==> config.mk <==
export PLATFORM = sky130hd
export DESIGN_NAME = sdram_port_arbiter
export DESIGN_NICKNAME = d
export VERILOG_FILES = /design/src/rtl/sdram_port_arbiter.sv
export SDC_FILE = /design/constraint.sdc
export NUM_CORES = 1
export LEC_CHECK = 0
export BUFFER_PORTS_ARGS = -buffer_cell sky130_fd_sc_hd__buf_2
export CAP_MARGIN = 20
export CORE_MARGIN = 5
export CORE_UTILIZATION = 50
export DETAILED_ROUTE_END_ITERATION = 8
export HOLD_SLACK_MARGIN = 0.08
export PLACE_DENSITY = 0.88
export REMOVE_ABC_BUFFERS = 1
export SYNTH_ARGS = -nofsm -noshare
export SYNTH_HDL_FRONTEND = slang
export SYNTH_SLANG_ARGS = --single-unit
==> constraint.sdc <==
create_clock -name clk_sdram -period 2.3 [get_ports clk_sdram]
set_input_delay 0.345 -clock clk_sdram [delete_from_list [all_inputs] [get_ports clk_sdram]]
set_output_delay 0.345 -clock clk_sdram [all_outputs]
set_load 0.02 [all_outputs]
==> src/rtl/sdram_port_arbiter.sv <==
// Shares one SDRAM controller command port between video bursts and CPU words.
// Define ARB_STATS_EN to add the grant counters and worst-case CPU wait output.
module sdram_port_arbiter #(
    parameter int ADDR_W      = 24,
    parameter int DATA_W      = 32,
    parameter int VID_BURST   = 8,
    parameter int MAX_VID_RUN = 4
) (
    input  logic                clk_sdram,
    input  logic                rst,
    input  logic                vid_req,
    input  logic                vid_urgent,
    input  logic [ADDR_W-1:0]   vid_addr,
    output logic                vid_ack,
    output logic                vid_rvalid,
    output logic [DATA_W-1:0]   vid_rdata,
    input  logic                cpu_req,
    input  logic                cpu_we,
    input  logic [ADDR_W-1:0]   cpu_addr,
    input  logic [DATA_W-1:0]   cpu_wdata,
    input  logic [DATA_W/8-1:0] cpu_wmask,
    output logic                cpu_done,
    output logic [DATA_W-1:0]   cpu_rdata,
    output logic                mem_req,
    output logic                mem_we,
    output logic [ADDR_W-1:0]   mem_addr,
    output logic [7:0]          mem_len,
    output logic [DATA_W-1:0]   mem_wdata,
    output logic [DATA_W/8-1:0] mem_wmask,
    input  logic                mem_ack,
    input  logic                mem_rvalid,
    input  logic [DATA_W-1:0]   mem_rdata,
    input  logic                mem_done
`ifdef ARB_STATS_EN
    ,
    output logic [31:0]         stat_vid_grants,
    output logic [31:0]         stat_cpu_grants,
    output logic [31:0]         stat_cpu_wait_max
`endif
);

    localparam int RUN_W = $clog2(MAX_VID_RUN + 1);
    localparam logic [RUN_W-1:0] RUN_MAX = RUN_W'(MAX_VID_RUN);
    localparam logic [7:0] VID_LEN = 8'(VID_BURST - 1);

    typedef enum logic [2:0] {
        IDLE,
        VID_CMD,
        VID_DATA,
        CPU_CMD,
        CPU_DATA
    } state_t;

    state_t            state_q;
    logic [RUN_W-1:0]  run_cnt_q;
    logic [RUN_W-1:0]  run_cnt_d;
    logic [DATA_W-1:0] cap_q;
    logic              cap_vld_q;
    logic              vid_req_eff;
    logic              cpu_req_eff;
    logic              grant_vid;
    logic              grant_cpu;
    logic [DATA_W-1:0] last_rdata;
    logic              last_vld;

    // A requester may still hold its level during its own completion pulse.
    assign vid_req_eff = vid_req & ~vid_ack;
    assign cpu_req_eff = cpu_req & ~cpu_done;

    always_comb begin
        grant_vid = 1'b0;
        grant_cpu = 1'b0;
        if (state_q == IDLE) begin
            if (vid_req_eff && vid_urgent) begin
                grant_vid = 1'b1;
            end else if (cpu_req_eff &&
                         (run_cnt_q >= RUN_MAX || !vid_req_eff)) begin
                grant_cpu = 1'b1;
            end else if (vid_req_eff) begin
                grant_vid = 1'b1;
            end
        end
    end

    always_comb begin
        run_cnt_d = run_cnt_q;
        if (grant_cpu) begin
            run_cnt_d = '0;
        end else if (grant_vid) begin
            if (!cpu_req_eff) begin
                run_cnt_d = '0;
            end else if (run_cnt_q != RUN_MAX) begin
                run_cnt_d = run_cnt_q + RUN_W'(1);
            end
        end
    end

    // Last read beat of the current CPU access, including this cycle's.
    always_comb begin
        last_vld   = cap_vld_q;
        last_rdata = cap_q;
        if (mem_rvalid) begin
            last_vld   = 1'b1;
            last_rdata = mem_rdata;
        end
    end

    always_ff @(posedge clk_sdram) begin
        if (rst) begin
            state_q    <= IDLE;
            run_cnt_q  <= '0;
            cap_q      <= '0;
            cap_vld_q  <= 1'b0;
            mem_req    <= 1'b0;
            mem_we     <= 1'b0;
            mem_addr   <= '0;
            mem_len    <= '0;
            mem_wdata  <= '0;
            mem_wmask  <= '0;
            vid_ack    <= 1'b0;
            vid_rvalid <= 1'b0;
            vid_rdata  <= '0;
            cpu_done   <= 1'b0;
            cpu_rdata  <= '0;
        end else begin
            run_cnt_q  <= run_cnt_d;
            vid_ack    <= 1'b0;
            vid_rvalid <= 1'b0;
            cpu_done   <= 1'b0;
            unique case (state_q)
                IDLE: begin
                    cap_vld_q <= 1'b0;
                    if (grant_vid) begin
                        state_q   <= VID_CMD;
                        mem_req   <= 1'b1;
                        mem_we    <= 1'b0;
                        mem_addr  <= vid_addr;
                        mem_len   <= VID_LEN;
                        mem_wdata <= '0;
                        mem_wmask <= '0;
                    end else if (grant_cpu) begin
                        state_q   <= CPU_CMD;
                        mem_req   <= 1'b1;
                        mem_we    <= cpu_we;
                        mem_addr  <= cpu_addr;
                        mem_len   <= '0;
                        mem_wdata <= cpu_wdata;
                        mem_wmask <= cpu_wmask;
                    end
                end
                VID_CMD: begin
                    if (mem_ack) begin
                        mem_req <= 1'b0;
                        vid_ack <= 1'b1;
                        state_q <= mem_done ? IDLE : VID_DATA;
                    end
                end
                VID_DATA: begin
                    vid_rvalid <= mem_rvalid;
                    if (mem_rvalid) begin
                        vid_rdata <= mem_rdata;
                    end
                    if (mem_done) begin
                        state_q <= IDLE;
                    end
                end
                CPU_CMD, CPU_DATA: begin
                    cap_vld_q <= last_vld;
                    cap_q     <= last_rdata;
                    if (state_q == CPU_CMD && mem_ack) begin
                        mem_req <= 1'b0;
                        state_q <= CPU_DATA;
                    end
                    if (mem_done && (state_q == CPU_DATA || mem_ack)) begin
                        state_q  <= IDLE;
                        cpu_done <= 1'b1;
                        if (!mem_we && last_vld) begin
                            cpu_rdata <= last_rdata;
                        end
                    end
                end
                default: state_q <= IDLE;
            endcase
        end
    end

`ifdef ARB_STATS_EN
    logic [31:0] wait_q;
    logic        cpu_waiting;

    assign cpu_waiting = cpu_req_eff &&
                         (state_q == IDLE || state_q == VID_CMD ||
                          state_q == VID_DATA);

    always_ff @(posedge clk_sdram) begin
        if (rst) begin
            wait_q            <= '0;
            stat_vid_grants   <= '0;
            stat_cpu_grants   <= '0;
            stat_cpu_wait_max <= '0;
        end else begin
            if (grant_vid) begin
                stat_vid_grants <= stat_vid_grants + 32'd1;
            end
            if (grant_cpu) begin
                stat_cpu_grants <= stat_cpu_grants + 32'd1;
                if (wait_q > stat_cpu_wait_max) begin
                    stat_cpu_wait_max <= wait_q;
                end
                wait_q <= '0;
            end else if (cpu_waiting) begin
                if (wait_q != 32'hFFFF_FFFF) begin
                    wait_q <= wait_q + 32'd1;
                end
            end else begin
                wait_q <= '0;
            end
        end
    end
`endif

endmodule

==> run summary <==
Post-CTS Hold Fix Bufs: 0
Synth top area cells: dfxtp_1, nand2_1, a211oi_2, nor2_1, mux2i_1
Gate Count Post-Synth: 803
Worst min-delay path class: input pin to register
Global-route usage over all layers: 22.8%
CP startpoint kind: register
EDFF count, synth: 0
Initial antenna violation count: 0
Clock-pin slew on the worst setup and hold paths: 0.06 ns
Number of global-route vias before repair: 6271
Synthesized area: 6980 um2
GRT Max-Usage Layer: met2
Total internal power: 5.42 mW
Top-area cell type share of the netlist area: 48.5%
Fmax: 0.507 GHz
Area Overhead vs Synth: 28.2%
Register area share after synthesis: 48.5%
Worst skew pair latency: 0.42 ns
PwrDens: 856 nW/um2
Met1 GRT Util: 26.7%
Peak VDD IR: 0.000489 V
PortBufs: 256
Clock Power Share: 36.9%
Setup Skew: 0.00666 ns
Met3 Usage GRT: 6.83%
Slew Limit Fails: 0
Synth area leader: dfxtp_1
RSZ-0062 raised after global routing: false
Final WL: 19100 um
Final Setup Violations: 0
Result of the run: complete, no violations
Min cycle time layout: 1.97 ns
Grt total ovfl: 0
Core area: 13800 um2
Vias: 6525
Remaining DRCs: 0
Post-DP HPWL: 13000 um
Psw: 2.24 mW
Yosys cell types: 45
CP Capture Type: register
Worst Path Required: 2.62 ns
Final #Nets: 1153
Post_cts resized: 0
Routed Antenna Nets: 0
Avg Inst Size Synth: 8.70 um2
DR vias/cell: 5.36
Yosys Warn Count: 0
Async SR Flop Fraction: 0%
Final Hold Viols: 0
Starting Density: 50.7%
Top_reg_cell synth: dfxtp_1
Drt pass-1 iters: 6
Period utilization: 85.7%
CTS tree: built
Num rows: 43
CTS Sinks: 169
Drt wl/cell: 15.7 um
Seq pwr share: 42.9%
Share of cells above drive strength 1: 33.2%
First-pass GRT wire length: 30500 um
Static leakage: 3.86 nW
H-Tree Level Count: 4
Setup CP Type: register to register
DR iter-0 viols: 446
Max_slew headroom: 29.1%
Largest net degree at the start of global routing: 96
Critical-path maximum fanout: 26
Clk root buf: clkbuf_16
Max clock buf depth: 2
Logic pwr share: 20.2%
Sw Ratio: 29.2%
Synth Register Bits: 169
DIE HEIGHT: 128 um
Worst Max-Slew Pin Slew: 1.06 ns
TritonCTS Buffers: 17
Placer Congestion: 0.762
Die area: 16400 um2
Sum Neg Setup Slack: 0 ns
Antenna cell count: 0
Die X-Extent: 128 um
Met2 Use GR: 39.4%
Tot Pwr: 7.66 mW
IO Pins: 262
Maxcap violations: 0
Critical path arrival: 2.29 ns
Postcts setup bufs: 0
## power groups by stage
stage / Clock (mW) / Sequential, mW / Combinational, mW
after floorplan: 0 / 3.58 / 0.655
after global routing: 3.01 / 3.31 / 1.69
after detailed placement: 0 / 3.34 / 1.55
after global placement: 0 / 3.33 / 1.52
final: 2.83 / 3.28 / 1.55
after CTS: 2.88 / 3.28 / 1.56
## synthesized netlist by cell type, types with 2 or more instances
cell type    n
o21ai_1      2
buf_4        8
a31oi_1      2
a21oi_1     65
a22oi_1     38
nor2_1     101
nor2b_1      3
o21ai_0      4
a211oi_1     4
inv_1        3
a211oi_2    31
nand3_1      3
clkbuf_1    32
buf_6        3
ha_1         2
nand2_1    178
nor3_1       5
a21oi_2      2
nand2b_1    38
buf_2       29
a311oi_1    24
dfxtp_1    169
mux2i_1     34
nor2_2       2
## cell usage in the layout (no fill, tap or decap), drive strengths merged, types with 22 or more instances in the layout
master,count
buf,272
nand2,178
dfxtp,169
nor2,103
a21oi,67
nand2b,38
a22oi,38
a211oi,36
mux2i,34
a311oi,24
clkbuf,22
## stage by stage
step	setup slack, ns	hold slack, ns	util, %	instance area [um2]	std cells
5_1_grt	0.146	0.151	65.0	8950	1217
2_1_floorplan	-0.152	0.410	-	6640	735
6_report	0.329	0.161	65.0	8950	1217
3_5_place_dp	0.228	0.442	60.8	8370	1187
4_1_cts	0.312	0.141	65.0	8950	1217
3_3_place_gp	0.362	0.436	60.8	8370	1187
## kinds of logic after synthesis
kind of cell,after synthesis,share of synthesized area (%)
other,1,0.0537
DFF,169,48.5
muxes,35,5.03
and+or+nand+nor,344,21.4
AOI/OAI and AO/OA,177,19.4
buffers and inverters,75,5.30
adders and majority gates,2,0.358
## metal layers
layer | up-vias | part of all wire, %
met5 | - | 0
li1 | 3169 | -
met2 | 259 | 49
met3 | 32 | 8.7
met1 | 3065 | 40
met4 | 0 | 1.9
## layout make-up
cell class,count,area (um2)
fill,1115,4820
sequential,169,3380
multi-input combinational,563,3270
timing repair buffer,272,1480
clock buffer,22,454
tap,180,225
clock inverter,8,123
inverter,3,11.3
## critical path, cell delays in order (launching register included)
cell and delay, ns:
dfxtp_1 0.41, nand2b_1 0.16, o21ai_2 0.84, nand2_1 0.15
a311oi_1 0.32
## state kept, by name, summed over array words and instances, names as in the netlist
name and count:
vid_ack 1, mem_req 1, cpu_rdata 32, state_q 3, mem_we 1, mem_wmask 4
mem_len 1, run_cnt_q 3, vid_rdata 32, vid_rvalid 1, cap_q 32, mem_addr 24
cap_vld_q 1, cpu_done 1, mem_wdata 32
## path summary, 6_finish.rpt
kind | endpoint | depth (start not counted) | slack, ns | startpoint
worst max-delay path | mem_addr[18] | 4 | 0.33 | run_cnt_q[2]
worst min-delay path | mem_wdata[2] | 3 | 0.16 | cpu_wdata[2]
worst max register to register | mem_addr[18] | 4 | 0.33 | run_cnt_q[2]
worst min register to register | cap_q[24] | 2 | 0.45 | cap_q[24]
Power figures use the tool's default switching activity.
